$ cat config.mk
export PLATFORM = sky130hd
export DESIGN_NAME = mem_access_ctrl
export DESIGN_NICKNAME = d
export VERILOG_FILES = /design/src/rtl/mem_access_ctrl.sv
export SDC_FILE = /design/constraint.sdc
export NUM_CORES = 1
export LEC_CHECK = 0
export BUFFER_PORTS_ARGS = -buffer_cell sky130_fd_sc_hd__buf_4
export CORE_AREA = 2 2 161 163
export CTS_BUF_LIST = sky130_fd_sc_hd__clkbuf_4 sky130_fd_sc_hd__clkbuf_8 sky130_fd_sc_hd__clkbuf_16
export CTS_CLUSTER_DIAMETER = 40
export CTS_CLUSTER_SIZE = 16
export DETAILED_ROUTE_END_ITERATION = 8
export DIE_AREA = 0 0 163 165
export PLACE_DENSITY = 0.72
export SLEW_MARGIN = 20
export SYNTH_ARGS = -nofsm -noshare
export SYNTH_HDL_FRONTEND = slang
export SYNTH_SLANG_ARGS = --single-unit
$ cat constraint.sdc
create_clock -name clk -period 6.25 [get_ports clk]
set_clock_uncertainty 0.2 [all_clocks]
set_input_delay 0.3125 -clock clk [delete_from_list [all_inputs] [get_ports clk]]
set_output_delay 0.3125 -clock clk [all_outputs]
set_load 0.03 [all_outputs]
$ cat src/rtl/mem_access_ctrl.sv
// MEM-stage data-bus sequencer: alignment check, byte strobes, lane-shifted store data,
// dbus request/response tracking and result hold. Optional timeout: MEMCTRL_TIMEOUT_EN.
module mem_access_ctrl #(
    parameter int TIMEOUT_CYCLES = 1024
) (
    input  logic        clk,
    input  logic        reset_n,
    input  logic        req_valid,
    input  logic        req_write,
    input  logic [63:0] req_addr,
    input  logic [2:0]  req_size,
    input  logic [63:0] req_wdata,
    input  logic        flush,
    input  logic        ack,
    output logic        dreq_valid,
    output logic [63:0] dreq_addr,
    output logic [2:0]  dreq_size,
    output logic [7:0]  dreq_strobe,
    output logic [63:0] dreq_data,
    input  logic        dresp_ok,
    input  logic [63:0] dresp_data,
    output logic        stall,
    output logic        done,
    output logic [63:0] rdata_raw,
    output logic        misalign,
    output logic        bus_err,
    output logic [1:0]  state_dbg
);

    typedef enum logic [1:0] {
        IDLE  = 2'd0,
        WAIT  = 2'd1,
        DRAIN = 2'd2,
        HOLD  = 2'd3
    } state_t;

    state_t      state;
    state_t      state_next;
    logic [2:0]  lane;
    logic        aligned;
    logic [7:0]  strobe_calc;
    logic [63:0] data_calc;
    logic        accept;
    logic        timeout_hit;
    logic        write_q;
    logic        misalign_q;

    assign lane      = req_addr[2:0];
    assign data_calc = req_wdata << {lane, 3'b000};
    assign accept    = (state == IDLE) && req_valid && !flush;

    // Sizes above 8 bytes are not legal msize encodings; they are treated as doubleword.
    always_comb begin
        aligned     = 1'b1;
        strobe_calc = 8'h00;
        case (req_size)
            3'd0: begin
                aligned     = 1'b1;
                strobe_calc = 8'h01 << lane;
            end
            3'd1: begin
                aligned     = (lane[0] == 1'b0);
                strobe_calc = 8'h03 << {lane[2:1], 1'b0};
            end
            3'd2: begin
                aligned     = (lane[1:0] == 2'b00);
                strobe_calc = 8'h0F << {lane[2], 2'b00};
            end
            default: begin
                aligned     = (lane == 3'd0);
                strobe_calc = 8'hFF;
            end
        endcase
    end

    always_ff @(posedge clk or negedge reset_n) begin
        if (!reset_n) begin
            state <= IDLE;
        end else begin
            state <= state_next;
        end
    end

    always_comb begin
        state_next = state;
        case (state)
            IDLE: begin
                if (accept) begin
                    state_next = aligned ? WAIT : HOLD;
                end
            end
            WAIT: begin
                // A flushed op whose response is still outstanding must drain it first.
                if (dresp_ok) begin
                    state_next = flush ? IDLE : HOLD;
                end else if (flush) begin
                    state_next = DRAIN;
                end else if (timeout_hit) begin
                    state_next = HOLD;
                end
            end
            DRAIN: begin
                if (dresp_ok) begin
                    state_next = IDLE;
                end
            end
            HOLD: begin
                if (ack || flush) begin
                    state_next = IDLE;
                end
            end
            default: state_next = IDLE;
        endcase
    end

    always_ff @(posedge clk or negedge reset_n) begin
        if (!reset_n) begin
            dreq_addr   <= 64'd0;
            dreq_size   <= 3'd0;
            dreq_strobe <= 8'd0;
            dreq_data   <= 64'd0;
            write_q     <= 1'b0;
            rdata_raw   <= 64'd0;
            misalign_q  <= 1'b0;
        end else begin
            if (accept) begin
                misalign_q <= !aligned;
                rdata_raw  <= 64'd0;
                if (aligned) begin
                    dreq_addr   <= req_addr;
                    dreq_size   <= req_size;
                    dreq_strobe <= req_write ? strobe_calc : 8'h00;
                    dreq_data   <= data_calc;
                    write_q     <= req_write;
                end
            end
            if ((state == WAIT) && dresp_ok && !flush) begin
                rdata_raw <= write_q ? 64'd0 : dresp_data;
            end
            if ((state == HOLD) && (ack || flush)) begin
                misalign_q <= 1'b0;
            end
        end
    end

`ifdef MEMCTRL_TIMEOUT_EN
    localparam int TIMER_W = $clog2(TIMEOUT_CYCLES + 1);

    logic [TIMER_W-1:0] timer;
    logic               bus_err_q;

    assign timeout_hit = (timer == TIMER_W'(TIMEOUT_CYCLES - 1));
    assign bus_err     = bus_err_q;

    // The timer sits at zero outside WAIT, so it starts from zero on every WAIT entry.
    always_ff @(posedge clk or negedge reset_n) begin
        if (!reset_n) begin
            timer     <= '0;
            bus_err_q <= 1'b0;
        end else begin
            if (state == WAIT) begin
                timer <= timer + 1'b1;
            end else begin
                timer <= '0;
            end
            if ((state == WAIT) && !dresp_ok && !flush && timeout_hit) begin
                bus_err_q <= 1'b1;
            end else if ((state == HOLD) && (ack || flush)) begin
                bus_err_q <= 1'b0;
            end
        end
    end
`else
    logic unused_timeout_cfg;

    assign unused_timeout_cfg = ^TIMEOUT_CYCLES;
    assign timeout_hit        = 1'b0;
    assign bus_err            = 1'b0;
`endif

    assign dreq_valid = (state == WAIT) || (state == DRAIN);
    assign done       = (state == HOLD);
    assign misalign   = misalign_q;
    assign stall      = req_valid && !done;
    assign state_dbg  = state;

endmodule
==> metrics.json <==
{
  "run_status": "finished clean",
  "place_ws_ps": 3420,
  "power.leakage_uw": 0.00743,
  "kind_of_capture_point_of_the_worst_setup_path": "flip-flop",
  "htreeDepth": 2,
  "ctsLongestPathBuffers": 3,
  "overflow": 0,
  "path_clk_slew_ps": 60,
  "clk_root_buf": "clkbuf_16",
  "dieHeight_um": 165,
  "synthesis.area_um2": 9330,
  "finalSetupViolations": 0,
  "grt_antenna_before_repair": 1,
  "worstPathCellList": "inv_1 -> ha_1 -> and3b_1 -> o31ai_4 -> buf_12 -> mux2_2",
  "route.detailed.wl_per_inst_um": 19.9,
  "total_wirelength_um": 33500,
  "post_synth_xor_area_fraction_pct": 0,
  "via_per_inst": 5.21,
  "finalNetCount": 1535,
  "yosys-mux-area-fraction_pct": 15.5,
  "initial_core_util_pct": 37.3,
  "post_synth_and_or_nand_nor_area_fraction_pct": 8.01,
  "first_iter_violations": 594,
  "post_cts_setup_repair_bufs": 0,
  "synth-compound-area-share_pct": 16.6,
  "synth_seq_cells": 207,
  "critPathArrivalTime_ps": 2850,
  "ioPinCount": 412,
  "netlist.area_leader.share_pct": 55.5,
  "synthesis.instances": 802,
  "post-route-drc-count": 0,
  "detailed_route_via_count": 8781,
  "floorplan.core_area_um2": 25000,
  "design_power_total_uw": 7660,
  "grt_start_max_net_pins": 186,
  "drv_slew": 0,
  "detail-route-antenna-nets": 0,
  "critPathRequiredTime_ps": 6430,
  "finalWeightedCongestion": 0.856,
  "final_period_minus_worst_setup_slack_ps": 2670,
  "grt_pass1_wl_um": 49300,
  "place.detailed.hpwl_um": 22200,
  "cts_buffers": 34,
  "crit_path_start_kind": "flip-flop",
  "critPathSlowestCell": "buf_12",
  "worstHoldPathType": "input port to flip-flop",
  "worst_slew_margin_rel_pct": 37.6,
  "largest_incremental_delay_on_the_critical_path_ps": 580,
  "clock_sinks": 207,
  "worst_pin_slew_ps": 936,
  "gr-usage-all-layers_pct": 23.7,
  "number_of_global_route_vias_before_repair": 8929,
  "crit_fanout": 185,
  "die_area_um2": 26900,
  "post_route_cells_drive_above_1_share_pct": 42.6,
  "crit_type": "flip-flop to flip-flop",
  "ir_drop_uv": 311,
  "powerDensity_nw_per_um2": 506,
  "post-route-worst-setup-slack_ps": 3580,
  "tritoncts": "done",
  "synth-adder-area-share_pct": 0.671,
  "critPathTopFamily": "buffers and inverters",
  "hold_buffer_count_at_cts": 140,
  "synth-edff-count": 0,
  "cts_resized": 0,
  "combinational_family_with_the_most_area_after_synthesis": "compound AO/OA/AOI/OAI gates",
  "asyncSetResetFlopFracSynth_pct": 100,
  "timing.max_cap.violations": 0,
  "hold_viol": 0,
  "fmaxAchievable_mhz": 375,
  "yosys.cell_types.count": 44,
  "yosysWarnings": 0,
  "layout-area-overhead-vs-synth_pct": 62.4,
  "port-buffer-count": 410,
  "synth_top_cell_by_area": "dfrtp_1",
  "synth_area_leaders": "dfrtp_1 56%, mux2_2 11%, a22o_1 6.0%",
  "row_count": 58,
  "finalSetupTns_ps": 0,
  "postSynthNetCount": 1009,
  "post-route-period-util_pct": 42.7,
  "rsz0062_at_grt": "false",
  "clk_latency_ps": 490,
  "die_wd_um": 163,
  "worst-path-buf-inv": 2,
  "syn_area_per_cell_um2": 11.6,
  "synth_flop_cell": "dfrtp_1",
  "firstDrtPassIters": 5,
  "synth-seq-area-share_pct": 55.5
}
cell usage in the layout, fill, tap and decap left out, types with 11 or more instances in the layout:
cell and count:
nand2_1 89, o211ai_1 11, buf_4 414, clkbuf_16 34
a21oi_1 27, dfrtp_1 207, nor2_1 34, a22o_1 64
nand3_1 18, o21ai_0 48, o31ai_1 24, mux2_2 93
dlygate4sd3_1 140, mux2i_1 38
power by group:
part | leakage, µW | switching (µW) | internal, µW | total (µW)
registers | 0.00268 | 372 | 1940 | 2310
clock network | 0.000565 | 713 | 1190 | 1900
logic | 0.00419 | 2080 | 1370 | 3450
total | 0.00743 | 3160 | 4500 | 7660
sequential cells by signal, indices dropped and copies added, names as in the netlist:
signal / flops
write_q: 1
dreq_data: 64
rdata_raw: 64
dreq_addr: 64
state_dbg: 2
dreq_size: 3
misalign: 1
dreq_strobe: 8
per-stage QoR:
step	instance area, µm²	instances	util [%]	hold slack (ps)
floorplan	9330	802	-	-183
global placement	12600	1482	50.2	254
detailed placement	12600	1482	50.2	260
CTS	15100	1682	60.5	1.69
global route	15100	1683	60.5	75.7
finish	15200	1684	60.5	27.7
worst register-to-register path, cell delays in order (launching register included):
cell	delay, ps
dfrtp_1	420
inv_1	100
ha_1	250
and3b_1	320
o31ai_4	130
buf_12	580
mux2_2	550
layer usage:
layer | vias to the layer above | part of all wire [%] | global-route usage [%]
li1 | 3977 | - | -
met5 | - | 0 | 0
met3 | 78 | 8.8 | 6.78
met1 | 4293 | 38 | 28.4
met2 | 433 | 50 | 40.2
met4 | 0 | 3.5 | 9.61
Yosys cell counts, types with 11 or more instances:
library cell / count
dfrtp_1: 207
mux2_2: 93
nand2_1: 89
a22o_1: 64
o21ai_0: 48
mux2i_1: 38
nor2_1: 34
clkbuf_1: 32
a21oi_1: 27
buf_2: 24
o31ai_1: 24
nand3_1: 18
o211ai_1: 11
worst paths after layout:
kind | from | endpoint | slack, ps | cells past startpoint
worst min-delay path | dresp_ok | state_dbg[0] | 30 | 4
min in group asynchronous | reset_n | dreq_strobe[0] | 260 | 2
worst min register to register | dreq_data[3] | dreq_data[3] | 270 | 2
worst max register to register | state_dbg[0] | dreq_addr[53] | 3580 | 6
max in group asynchronous | reset_n | dreq_data[27] | 4230 | 3
worst max-delay path | state_dbg[0] | dreq_addr[53] | 3580 | 6
logic make-up (layout without fill, tap and decap cells):
kind of cell	count (synthesis)	count (layout)
AO/OA/AOI/OAI	216	216
adder cells (fa/ha/maj)	5	5
buffers and inverters	73	623
flip-flops	207	207
multiplexers	132	132
other	1	3
AND/OR/NAND/NOR	168	168
layout make-up:
type / count / area [µm²]
Antenna cell: 2 / 5.00
Clock buffer: 37 / 892
Clock inverter: 23 / 280
Fill cell: 1972 / 9880
Inverter: 7 / 26.3
Multi-Input combinational cell: 522 / 3810
Sequential cell: 207 / 5180
Tap cell: 330 / 413
Timing Repair Buffer: 556 / 4540
Power figures use the tool's default switching activity.
